**src/rtl/rvc_fetch_aligner.sv**
```systemverilog
// Fetch aligner: buffers 32-bit fetch words as 16-bit parcels, reassembles mixed
// 16/32-bit streams and expands RV32C parcels to their RV32I equivalents.
module rvc_fetch_aligner #(
  parameter int          DEPTH    = 8,
  parameter logic [31:0] RESET_PC = 32'h0000_0000,
  parameter bit          C_EN     = 1'b1
) (
  input  logic        clk,
  input  logic        rst_n,
  input  logic        flush,
  input  logic [31:0] redirect_pc,
  input  logic        fetch_valid,
  input  logic [31:0] fetch_data,
  output logic        fetch_ready,
  output logic        out_valid,
  input  logic        out_ready,
  output logic [31:0] out_instr,
  output logic [31:0] out_pc,
  output logic        out_compressed,
  output logic        out_illegal
);

  localparam int PW = $clog2(DEPTH);
  localparam int CW = $clog2(DEPTH + 1);
  localparam logic [PW:0]   DEPTH_W   = (PW + 1)'(DEPTH);
  localparam logic [CW-1:0] READY_LIM = CW'(DEPTH - 2);

  localparam logic [6:0] OP_IMM = 7'b0010011;
  localparam logic [6:0] OP_REG = 7'b0110011;
  localparam logic [6:0] OP_LD  = 7'b0000011;
  localparam logic [6:0] OP_ST  = 7'b0100011;
  localparam logic [6:0] OP_LUI = 7'b0110111;
  localparam logic [6:0] OP_JAL = 7'b1101111;
  localparam logic [6:0] OP_JR  = 7'b1100111;
  localparam logic [6:0] OP_BR  = 7'b1100011;

  logic [15:0]   q [DEPTH];
  logic [PW-1:0] head, tail;
  logic [CW-1:0] count, count_nxt;
  logic [31:0]   pc;
  logic          skip;

  logic [15:0] head_parcel, second_parcel;
  logic        need2, push_en, pop_en;
  logic [1:0]  push_n, pop_n, need_n;
  logic [32:0] xp;

  function automatic logic [PW-1:0] wrap_add(input logic [PW-1:0] p, input logic [1:0] n);
    logic [PW:0] s;
    s = {1'b0, p} + {{(PW - 1){1'b0}}, n};
    if (s >= DEPTH_W) s = s - DEPTH_W;
    return s[PW-1:0];
  endfunction

  // Returns {illegal, instr}; illegal parcels come back as {16'h0, parcel}.
  function automatic logic [32:0] expand(input logic [15:0] c);
    logic [31:0] r;
    logic        ill;
    logic [4:0]  rd, rs2, rdp, rs1p;
    logic [11:0] imm6, nz16, so;
    logic [9:0]  nzuimm;
    logic [6:0]  uimm7;
    logic [7:0]  uimm8;
    logic [20:0] ji;
    logic [12:0] bi;
    r      = 32'h0;
    ill    = 1'b0;
    rd     = c[11:7];
    rs2    = c[6:2];
    rdp    = {2'b01, c[4:2]};
    rs1p   = {2'b01, c[9:7]};
    imm6   = {{6{c[12]}}, c[12], c[6:2]};
    nzuimm = {c[10:7], c[12:11], c[5], c[6], 2'b00};
    uimm7  = {c[5], c[12:10], c[6], 2'b00};
    nz16   = {{3{c[12]}}, c[4:3], c[5], c[2], c[6], 4'b0000};
    ji     = {{9{c[12]}}, c[12], c[8], c[10:9], c[6], c[7], c[2], c[11], c[5:3], 1'b0};
    bi     = {{4{c[12]}}, c[12], c[6:5], c[2], c[11:10], c[4:3], 1'b0};
    uimm8  = 8'h0;
    so     = 12'h0;
    case (c[1:0])
      2'b00: begin
        case (c[15:13])
          3'b000: begin
            ill = (nzuimm == 10'd0);
            r   = {2'b00, nzuimm, 5'd2, 3'b000, rdp, OP_IMM};
          end
          3'b010: r = {5'b0, uimm7, rs1p, 3'b010, rdp, OP_LD};
          3'b110: begin
            so = {5'b0, uimm7};
            r  = {so[11:5], rdp, rs1p, 3'b010, so[4:0], OP_ST};
          end
          default: ill = 1'b1;
        endcase
      end
      2'b01: begin
        case (c[15:13])
          3'b000: r = {imm6, rd, 3'b000, rd, OP_IMM};
          3'b001: r = {ji[20], ji[10:1], ji[11], ji[19:12], 5'd1, OP_JAL};
          3'b010: r = {imm6, 5'd0, 3'b000, rd, OP_IMM};
          3'b011: begin
            ill = ({c[12], c[6:2]} == 6'd0);
            if (rd == 5'd2) r = {nz16, 5'd2, 3'b000, 5'd2, OP_IMM};
            else            r = {{14{c[12]}}, c[12], c[6:2], rd, OP_LUI};
          end
          3'b100: begin
            case (c[11:10])
              2'b00: begin ill = c[12]; r = {7'b0000000, c[6:2], rs1p, 3'b101, rs1p, OP_IMM}; end
              2'b01: begin ill = c[12]; r = {7'b0100000, c[6:2], rs1p, 3'b101, rs1p, OP_IMM}; end
              2'b10: r = {imm6, rs1p, 3'b111, rs1p, OP_IMM};
              default: begin
                // c[12]=1 selects the RV64-only SUBW/ADDW group
                ill = c[12];
                case (c[6:5])
                  2'b00:   r = {7'b0100000, rdp, rs1p, 3'b000, rs1p, OP_REG};
                  2'b01:   r = {7'b0000000, rdp, rs1p, 3'b100, rs1p, OP_REG};
                  2'b10:   r = {7'b0000000, rdp, rs1p, 3'b110, rs1p, OP_REG};
                  default: r = {7'b0000000, rdp, rs1p, 3'b111, rs1p, OP_REG};
                endcase
              end
            endcase
          end
          3'b101: r = {ji[20], ji[10:1], ji[11], ji[19:12], 5'd0, OP_JAL};
          3'b110: r = {bi[12], bi[10:5], 5'd0, rs1p, 3'b000, bi[4:1], bi[11], OP_BR};
          default: r = {bi[12], bi[10:5], 5'd0, rs1p, 3'b001, bi[4:1], bi[11], OP_BR};
        endcase
      end
      2'b10: begin
        case (c[15:13])
          3'b000: begin ill = c[12]; r = {7'b0000000, c[6:2], rd, 3'b001, rd, OP_IMM}; end
          3'b010: begin
            uimm8 = {c[3:2], c[12], c[6:4], 2'b00};
            ill   = (rd == 5'd0);
            r     = {4'b0, uimm8, 5'd2, 3'b010, rd, OP_LD};
          end
          3'b100: begin
            if (!c[12]) begin
              if (rs2 == 5'd0) begin ill = (rd == 5'd0); r = {12'h0, rd, 3'b000, 5'd0, OP_JR}; end
              else r = {7'b0000000, rs2, 5'd0, 3'b000, rd, OP_REG};
            end else begin
              if (rs2 == 5'd0 && rd == 5'd0) r = 32'h0010_0073;
              else if (rs2 == 5'd0)          r = {12'h0, rd, 3'b000, 5'd1, OP_JR};
              else                           r = {7'b0000000, rs2, rd, 3'b000, rd, OP_REG};
            end
          end
          3'b110: begin
            uimm8 = {c[8:7], c[12:9], 2'b00};
            so    = {4'b0, uimm8};
            r     = {so[11:5], rs2, 5'd2, 3'b010, so[4:0], OP_ST};
          end
          default: ill = 1'b1;
        endcase
      end
      default: r = 32'h0;
    endcase
    if (ill) r = {16'h0, c};
    return {ill, r};
  endfunction

  assign head_parcel   = q[head];
  assign second_parcel = q[wrap_add(head, 2'd1)];
  assign need2  = !(C_EN && head_parcel[1:0] != 2'b11);
  assign need_n = need2 ? 2'd2 : 2'd1;

  assign fetch_ready = rst_n && (count <= READY_LIM) && !flush;
  assign out_valid   = (count >= {{(CW - 2){1'b0}}, need_n}) && !flush;
  assign push_en     = fetch_valid && fetch_ready;
  assign pop_en      = out_valid && out_ready;
  assign push_n      = push_en ? (skip ? 2'd1 : 2'd2) : 2'd0;
  assign pop_n       = pop_en ? need_n : 2'd0;
  assign count_nxt   = count + {{(CW - 2){1'b0}}, push_n} - {{(CW - 2){1'b0}}, pop_n};
  assign xp          = expand(head_parcel);

  always_comb begin
    out_instr      = 32'h0;
    out_compressed = 1'b0;
    out_illegal    = 1'b0;
    out_pc         = pc;
    if (out_valid) begin
      if (!need2) begin
        out_instr      = xp[31:0];
        out_illegal    = xp[32];
        out_compressed = 1'b1;
      end else if (head_parcel[1:0] == 2'b11) begin
        out_instr = {second_parcel, head_parcel};
      end else begin
        out_instr   = {16'h0, head_parcel};
        out_illegal = 1'b1;
      end
    end
  end

  // Parcel storage carries no reset; validity is tracked by count alone.
  always_ff @(posedge clk) begin
    if (push_en) begin
      if (skip) begin
        q[tail] <= fetch_data[31:16];
      end else begin
        q[tail]                  <= fetch_data[15:0];
        q[wrap_add(tail, 2'd1)]  <= fetch_data[31:16];
      end
    end
  end

  always_ff @(posedge clk or negedge rst_n) begin
    if (!rst_n) begin
      head  <= '0;
      tail  <= '0;
      count <= '0;
      pc    <= RESET_PC;
      skip  <= RESET_PC[1];
    end else if (flush) begin
      head  <= '0;
      tail  <= '0;
      count <= '0;
      pc    <= redirect_pc & 32'hFFFF_FFFE;
      skip  <= redirect_pc[1];
    end else begin
      if (push_en) begin
        tail <= wrap_add(tail, push_n);
        skip <= 1'b0;
      end
      if (pop_en) begin
        head <= wrap_add(head, pop_n);
        pc   <= pc + (need2 ? 32'd4 : 32'd2);
      end
      count <= count_nxt;
    end
  end

endmodule

```
**config.mk**
```make
export PLATFORM = sky130hd
export DESIGN_NAME = rvc_fetch_aligner
export DESIGN_NICKNAME = d
export VERILOG_FILES = /design/src/rtl/rvc_fetch_aligner.sv
export SDC_FILE = /design/constraint.sdc
export NUM_CORES = 1
export LEC_CHECK = 0
export BUFFER_PORTS_ARGS = -buffer_cell sky130_fd_sc_hd__buf_2
export CORE_MARGIN = 2
export CORE_UTILIZATION = 34
export CTS_CLUSTER_SIZE = 14
export DETAILED_ROUTE_END_ITERATION = 8
export PLACE_DENSITY = 0.58
export SLEW_MARGIN = 20
export SYNTH_ARGS = -nofsm -noshare
export SYNTH_HDL_FRONTEND = slang
export SYNTH_SLANG_ARGS = --single-unit
```
**constraint.sdc**
```tcl
create_clock -name clk -period 4.7 [get_ports clk]
set_input_delay 0.235 -clock clk [delete_from_list [all_inputs] [get_ports clk]]
set_output_delay 0.235 -clock clk [all_outputs]
set_load 0.02 [all_outputs]
```
; ---- Yosys cells after proc, flatten, opt, wreduce, memory -nomap -nowiden
; Memories as Yosys holds them, arrays and structs flattened.
; Index checks and enable logic that the tools add are counted.
; Widths: inputs -> output; s select.
[classes]
add_sub_neg = 11
n_lt_le_gt_ge = 6
n_eq_ne = 15
mux = 54
n_bitwise = 1
n_reduce_logical = 18
[op_table]
columns = op, count
row1 = $pmux 32 s7, 1
row2 = $mux 32, 6
row3 = $pmux 32 s3, 2
row4 = $pmux 28 s4, 1
row5 = $mux 25, 4
row6 = $pmux 31 s3, 1
row7 = $pmux 30 s3, 1
row8 = $mux 3, 11
row9 = $add 32x3->32, 1
row10 = $mux 29, 1
row11 = $ge 4x4->1 const B, 4
row12 = $mux 1, 16
row13 = $mux 16, 1
row14 = $sub 3x1->3 const B, 4
row15 = $logic_not 5->1, 2
row16 = $eq 3x3->1 const B, 3
row17 = $add 3x1->4 const B, 2
row18 = $add 3x2->4, 2
row19 = $eq 2x2->1 const B, 4
row20 = $logic_not 8->1, 1
row21 = $mux 2, 4
row22 = $eq 2x1->1 const B, 3
row23 = $eq 3x2->1 const B, 2
row24 = $logic_and 1x1->1, 6
row25 = 18 further kinds, 22
[word_totals]
register_bits = 43
ramBits = 128
in_bits = 69
output_inout_bits = 68
word_cells = 111
mem_count = 1
[mem_list]
columns = name, words, width, rd, rd_clocked_by_memory_dff, wr, line
row1 = q, 8, 16, 2, 0, 2, 37  ; logic [15:0] q [DEPTH];

; ---- Logic depth before layout (Yosys ltp)
; An unclocked memory read counts as a cell.
[logic_depth]
depth_word = 12
mapped_depth = 23
depth_no_buf = 16

; ---- Least setup slack after synthesis
; Ideal clock, no wire load.
[synth_timing]
kind = register -> register
startpoint = register head[0]
endpoint = register count[3]
setup_ns = 0.132
arrival_time_ns = 5.048
required_time_ns = 4.568
slack_ns = -0.479
stages_incl_launch_ff = 23
n_path_buf = 6
period_less_slack_ns = 5.179
path_cell_list = dfrtp_1 -> buf_6 -> buf_4 -> buf_2 -> mux4_2 -> mux2_2 -> buf_2 -> nand2_1 -> clkbuf_1 -> ha_1 -> nand2b_1 -> a21oi_1 -> o21ai_0 -> nand2_1 -> clkbuf_1 -> nor2_1 -> nand2_1 -> fa_1 -> ha_1 -> a21o_1 -> a21oi_1 -> xnor2_1 -> nor2_1
[synth_between]
elab_chain_len = 9
[synth_lines]
columns = element, line
row1 = "start, declared", 38  ; logic [PW-1:0] head, tail;
row2 = "start signal, assigned", 223  ; head <= wrap_add(head, pop_n);
row3 = $mem_v2 8x16 (*), n/a
row4 = $ne 2x2->1 (*), 161  ; assign need2 = !(C_EN && head_parcel[1:0] != 2'b11);
row5 = $mux 2 (*), 162  ; assign need_n = need2 ? 2'd2 : 2'd1;
row6 = $ge 4x2->1, 165  ; assign out_valid = (count >= {{(CW - 2){1'b0}}, need_n}) && !flush;
row7 = $logic_and 1x1->1, 165
row8 = $logic_and 1x1->1, 167  ; assign pop_en = out_valid && out_ready;
row9 = $mux 2 (*), 169  ; assign pop_n = pop_en ? need_n : 2'd0;
row10 = $sub 4x2->4 (*), 170  ; assign count_nxt = count + {{(CW - 2){1'b0}}, push_n} - {{(CW - 2){1'b0}}, pop_n};
row11 = $mux 4 (*), 211  ; end else if (flush) begin
row12 = "end signal, assigned", 226  ; count <= count_nxt;
row13 = "end, declared", 39  ; logic [CW-1:0] count, count_nxt;
; Mark *: on every way between the ends. The rest lies on a longest branch, timed or not.
; A chain may end at the register's enable or synchronous reset.

; ---- Final worst setup path
[layout_timing]
startpoint = register head[0]
endpoint = output out_instr[18]
[layout_between]
elab_chain_len = 10
elab_cells_between_ends = 51
cone_classes = add/sub: 2 / order compare: 2 / eq/ne: 13 / mux: 23 / reduce/logical: 10 / memory: 1
[layout_lines]
columns = element, line
row1 = $mem_v2 8x16 (*), n/a
row2 = "$logic_not 5->1, on equally long branches", "137, 140, 132"
row3 = $logic_and 1x1->1, 140  ; if (rs2 == 5'd0 && rd == 5'd0) r = 32'h0010_0073;
row4 = $mux 25, 140
row5 = $mux 25, 136  ; if (!c[12]) begin
row6 = $pmux 28 s4, 128  ; case (c[15:13])
row7 = $pmux 32 s3, 80  ; case (c[1:0])
row8 = $mux 32, 155  ; if (ill) r = {16'h0, c};
row9 = $mux 32, 179  ; if (!need2) begin
row10 = $mux 32 (*), 178  ; if (out_valid) begin
row11 = "end, declared", 17  ; output logic [31:0] out_instr,
; Marks and branches as above.

==> run summary <==
The run finished with clean final reports. The total I/O pin count is 137, and the detailed-route vias per instance is 5.89. The logs give 0 for the max capacitance violation total and 59,400 um for the wire length of the first global-routing pass. Max-slew violation count: 0. The maximum number of pins on one net before global-route repair is 70, and the routing usage on met1 is 29.8%.

Area of the core: 34,500 um^2. For the pin with the worst max-slew slack, the measured transition is 815 ps. On the critical path the largest part of the delay comes from compound AO/OA/AOI/OAI gates.

The die height is 191 um. The power per cell area came out at 346 nW/um^2. The worst path required time came out at 4470 ps. met2 is the most crowded layer. The post-synthesis area per instance came out at 11.4 um^2.

The endpoint class of the critical path is an output pin. The clock network is responsible for 28.8% of the overall power. The initial antenna violation count is 7, and the area added between synthesis and finish is 19.5%. In the global route stage, met2 resource usage came out at 34.0%. For this run, the top clock speed supported by timing is 0.221 GHz.

The tools report the violation count after the first detailed-routing iteration as 1,098. The fraction of final layout cells with drive strength greater than 1 came out at 37.7%. In this run the number of H-tree levels came out at 4.

Of all nets on the critical path, the largest fanout is 16. The setup skew after layout is 17.6 ps, and the detailed placement HPWL is 27,700 um. The logs give 4.98 nW for the reported leakage power and 35.5% for the part of the total power dissipated in combinational logic.

The number of global-route vias before repair came out at 9,505. The total overflow left after global routing is 0. Walking the worst path, the cells encountered are buf_6 > mux4_2 > mux2_2 > or4b_4 > o311ai_0 > a21oi_1 > a2111oi_0 > a211oi_1 > buf_2. The later pin in the worst-skew pair is clocked with a latency of 460 ps.

In this run the worst setup path begins at head[0]. Adding up every negative setup slack in the final design gives 0 ps. The distinct cell type count of the synthesized netlist was 70. The worst setup path is launched from a register. For this run, the slowest stage of the critical path takes 590 ps. The maximum clock path buffer count was 2; the clock period minus worst slack was 4530 ps. The path class of the tightest hold or removal check is in2reg. The routed layout has 9,921 vias.

The number of flops mapped to enable cells by yosys is 128, and the overall die area is 36,500 um^2. Routability-driven placement finished with a final weighted congestion of 0.987. The count of nets left with antenna violations after detail routing was 0; the final standard cell utilization of the core was 41.2%.

In this run the tool buffered the top-level ports with 134 buffer cells. The count of endpoints failing hold in the final timing report is 0, and the flip-flop and latch count after synthesis is 170. During synthesis, Yosys emitted a total of 0 warnings.

The overall fraction of global-route tracks in use was 21.8%; the gate count of the mapped netlist was 1,043. The met3 track demand over resource is 5.49%, and the switching power summed over all nets is 1.83 mW. The tools report the DRC violation count after routing as 0. The mapped netlist covers 11,900 um^2.

Of all flip-flops after synthesis, the portion carrying an async set or reset was 24.7%. TritonCTS built the clock tree. The library cells used most frequently in the layout, excluding fill and tap cells, are mux2_2, buf_2, edfxtp_1, nand2_1. The cell chosen for the clock root is clkbuf_16. Measured along the x axis, the die boundary spans 191 um. Leaving out fill and tap cells, the most frequent cell in the layout is mux2_2. The tools report the critical path arrival as 4300 ps. Of the available clock period, the critical path in the final layout requires 96.5%. For the part of the Yosys area used for sequential elements, the log shows 41.2%. The master of the slowest instance on the critical path is or4b_4. For this run, the leading register cell type out of synthesis is edfxtp_1.

The logs give 39,500 um for the total routed wirelength and 0 for the setup violation total in the final timing report. The critical path contains buffers and inverters numbering 2 combined. The kind of critical path was reg2out. The logs give 45.1% for the worst slew slack as a fraction of its limit and 35.7% for the register share of total power. The worst-case IR drop observed on VDD is 0.266 mV.

TritonCTS sink count: 170. In this run switching power makes up 37.3% of total power. Clock tree synthesis inserted a total of 17 buffers. After floorplanning, the core was divided into 68 placement rows.

The number of optimization iterations in the first detailed-route pass was 5. The final layout contains 1,303 nets. In this run the critical register-to-register path is launched from head[0]. The internal power of the cells totals 3.08 mW.

The startpoint identified for the worst hold timing path is redirect_pc[2]. The net count of the mapped netlist came out at 1,132. Dividing the detail-routed wire length by the instance count gives 23.5 um.

The initial utilization of the core area, before any placement, comes to 34.5%. Clock-pin slew reported for the worst setup and hold paths after clock tree synthesis: 70 ps.
## cells by family after synthesis
group,Yosys count,share of synthesized area [%]
flip-flops,170,41.2
multiplexers,244,28.0
AO/OA/AOI/OAI,233,12.7
adder cells (fa/ha/maj),20,2.42
buffers and inverters,95,3.57
other,1,0.0316
AND/OR/NAND/NOR,250,9.89
XOR/XNOR,30,2.21
## worst reg2reg max path, delay by kind of cell (launching register included)
kind            cells  cell delay [ps]
compound gates      4              590
xor+xnor            1              140
fa+ha+maj           3              950
flops               1              570
simple gates        6              860
mux                 2              990
## per-stage QoR
stage / cell area (um^2) / std cells / hold WS [ps] / setup slack, ps / total power [mW]
after floorplan: 11900 / 1043 / -60.6 / 32.2 / 2.89
after global placement: 13300 / 1626 / 381 / 514 / 3.46
after detailed placement: 13300 / 1626 / 386 / 459 / 3.47
after CTS: 14200 / 1682 / 1.66 / 3.96 / 4.91
after global routing: 14200 / 1682 / 9.09 / -0.214 / 5.12
final: 14200 / 1683 / 21.6 / 167 / 4.91
## cell type report
cell class	count	area (um^2)
inverter	24	93.8
fill	3340	20300
multi-input combinational	778	6620
clock inverter	15	170
timing repair buffer	223	1420
antenna	1	2.50
clock buffer	17	425
sequential	170	4900
tap	455	569
## routing by layer
metal	vias to the layer above	share of wire (%)
li1	4424	-
met1	4916	43
met2	488	46
met3	79	9.1
met4	14	2.1
met5	-	0.27
## registers in the layout (all words and copies together) (netlist names)
signal / count
out_pc: 31
head: 3
q: 128
count: 4
tail: 3
skip: 1
## power by group through the flow
| stage | clock (mW) | sequential [mW] | combinational [mW] |
|---|---|---|---|
| 2_1_floorplan | 0 | 1.79 | 1.10 |
| 3_3_place_gp | 0 | 1.78 | 1.68 |
| 3_5_place_dp | 0 | 1.78 | 1.69 |
| 4_1_cts | 1.44 | 1.75 | 1.72 |
| 5_1_grt | 1.49 | 1.76 | 1.87 |
| 6_report | 1.42 | 1.75 | 1.74 |
## cell usage after synthesis (6+ instances only)
library cell	number	area, um^2
nand4_1	9	56.3
o211ai_1	8	60.1
a211oi_1	20	150
and3_1	7	43.8
mux4_2	56	1260
xnor2_1	9	78.8
inv_1	22	82.6
a21oi_1	53	265
nor4_1	6	37.5
xor2_1	21	184
buf_2	9	45.0
dfrtp_1	42	1050
nor3_1	23	115
nor2_1	57	214
ha_1	15	188
nand2_1	90	338
buf_4	6	45.0
mux2i_1	42	420
o21ai_0	62	310
edfxtp_1	128	3840
a31oi_1	18	113
mux2_2	145	1630
o31ai_1	8	60.1
clkbuf_1	48	180
a221oi_1	7	61.3
o22ai_1	9	56.3
nand3_1	29	145
## what timing repair did
action | CTS | global route
endpoints found under the hold margin | 65 | 0
setup endpoints to repair | 2 | 24
gates resized for setup | 1 | 9
buffers inserted | 0 | 0
hold buffers | 24 | 0
## final timing paths
path	endpoint	slack, ps	depth (start not counted)
max in group asynchronous	head[0]	3800	3
min	out_pc[2]	20	3
max	out_instr[18]	170	9
max reg2reg	count[3]	480	16
min reg2reg	out_pc[24]	600	2
min in group asynchronous	out_pc[26]	460	3
Note: power is estimated with default switching activity, not from simulation.
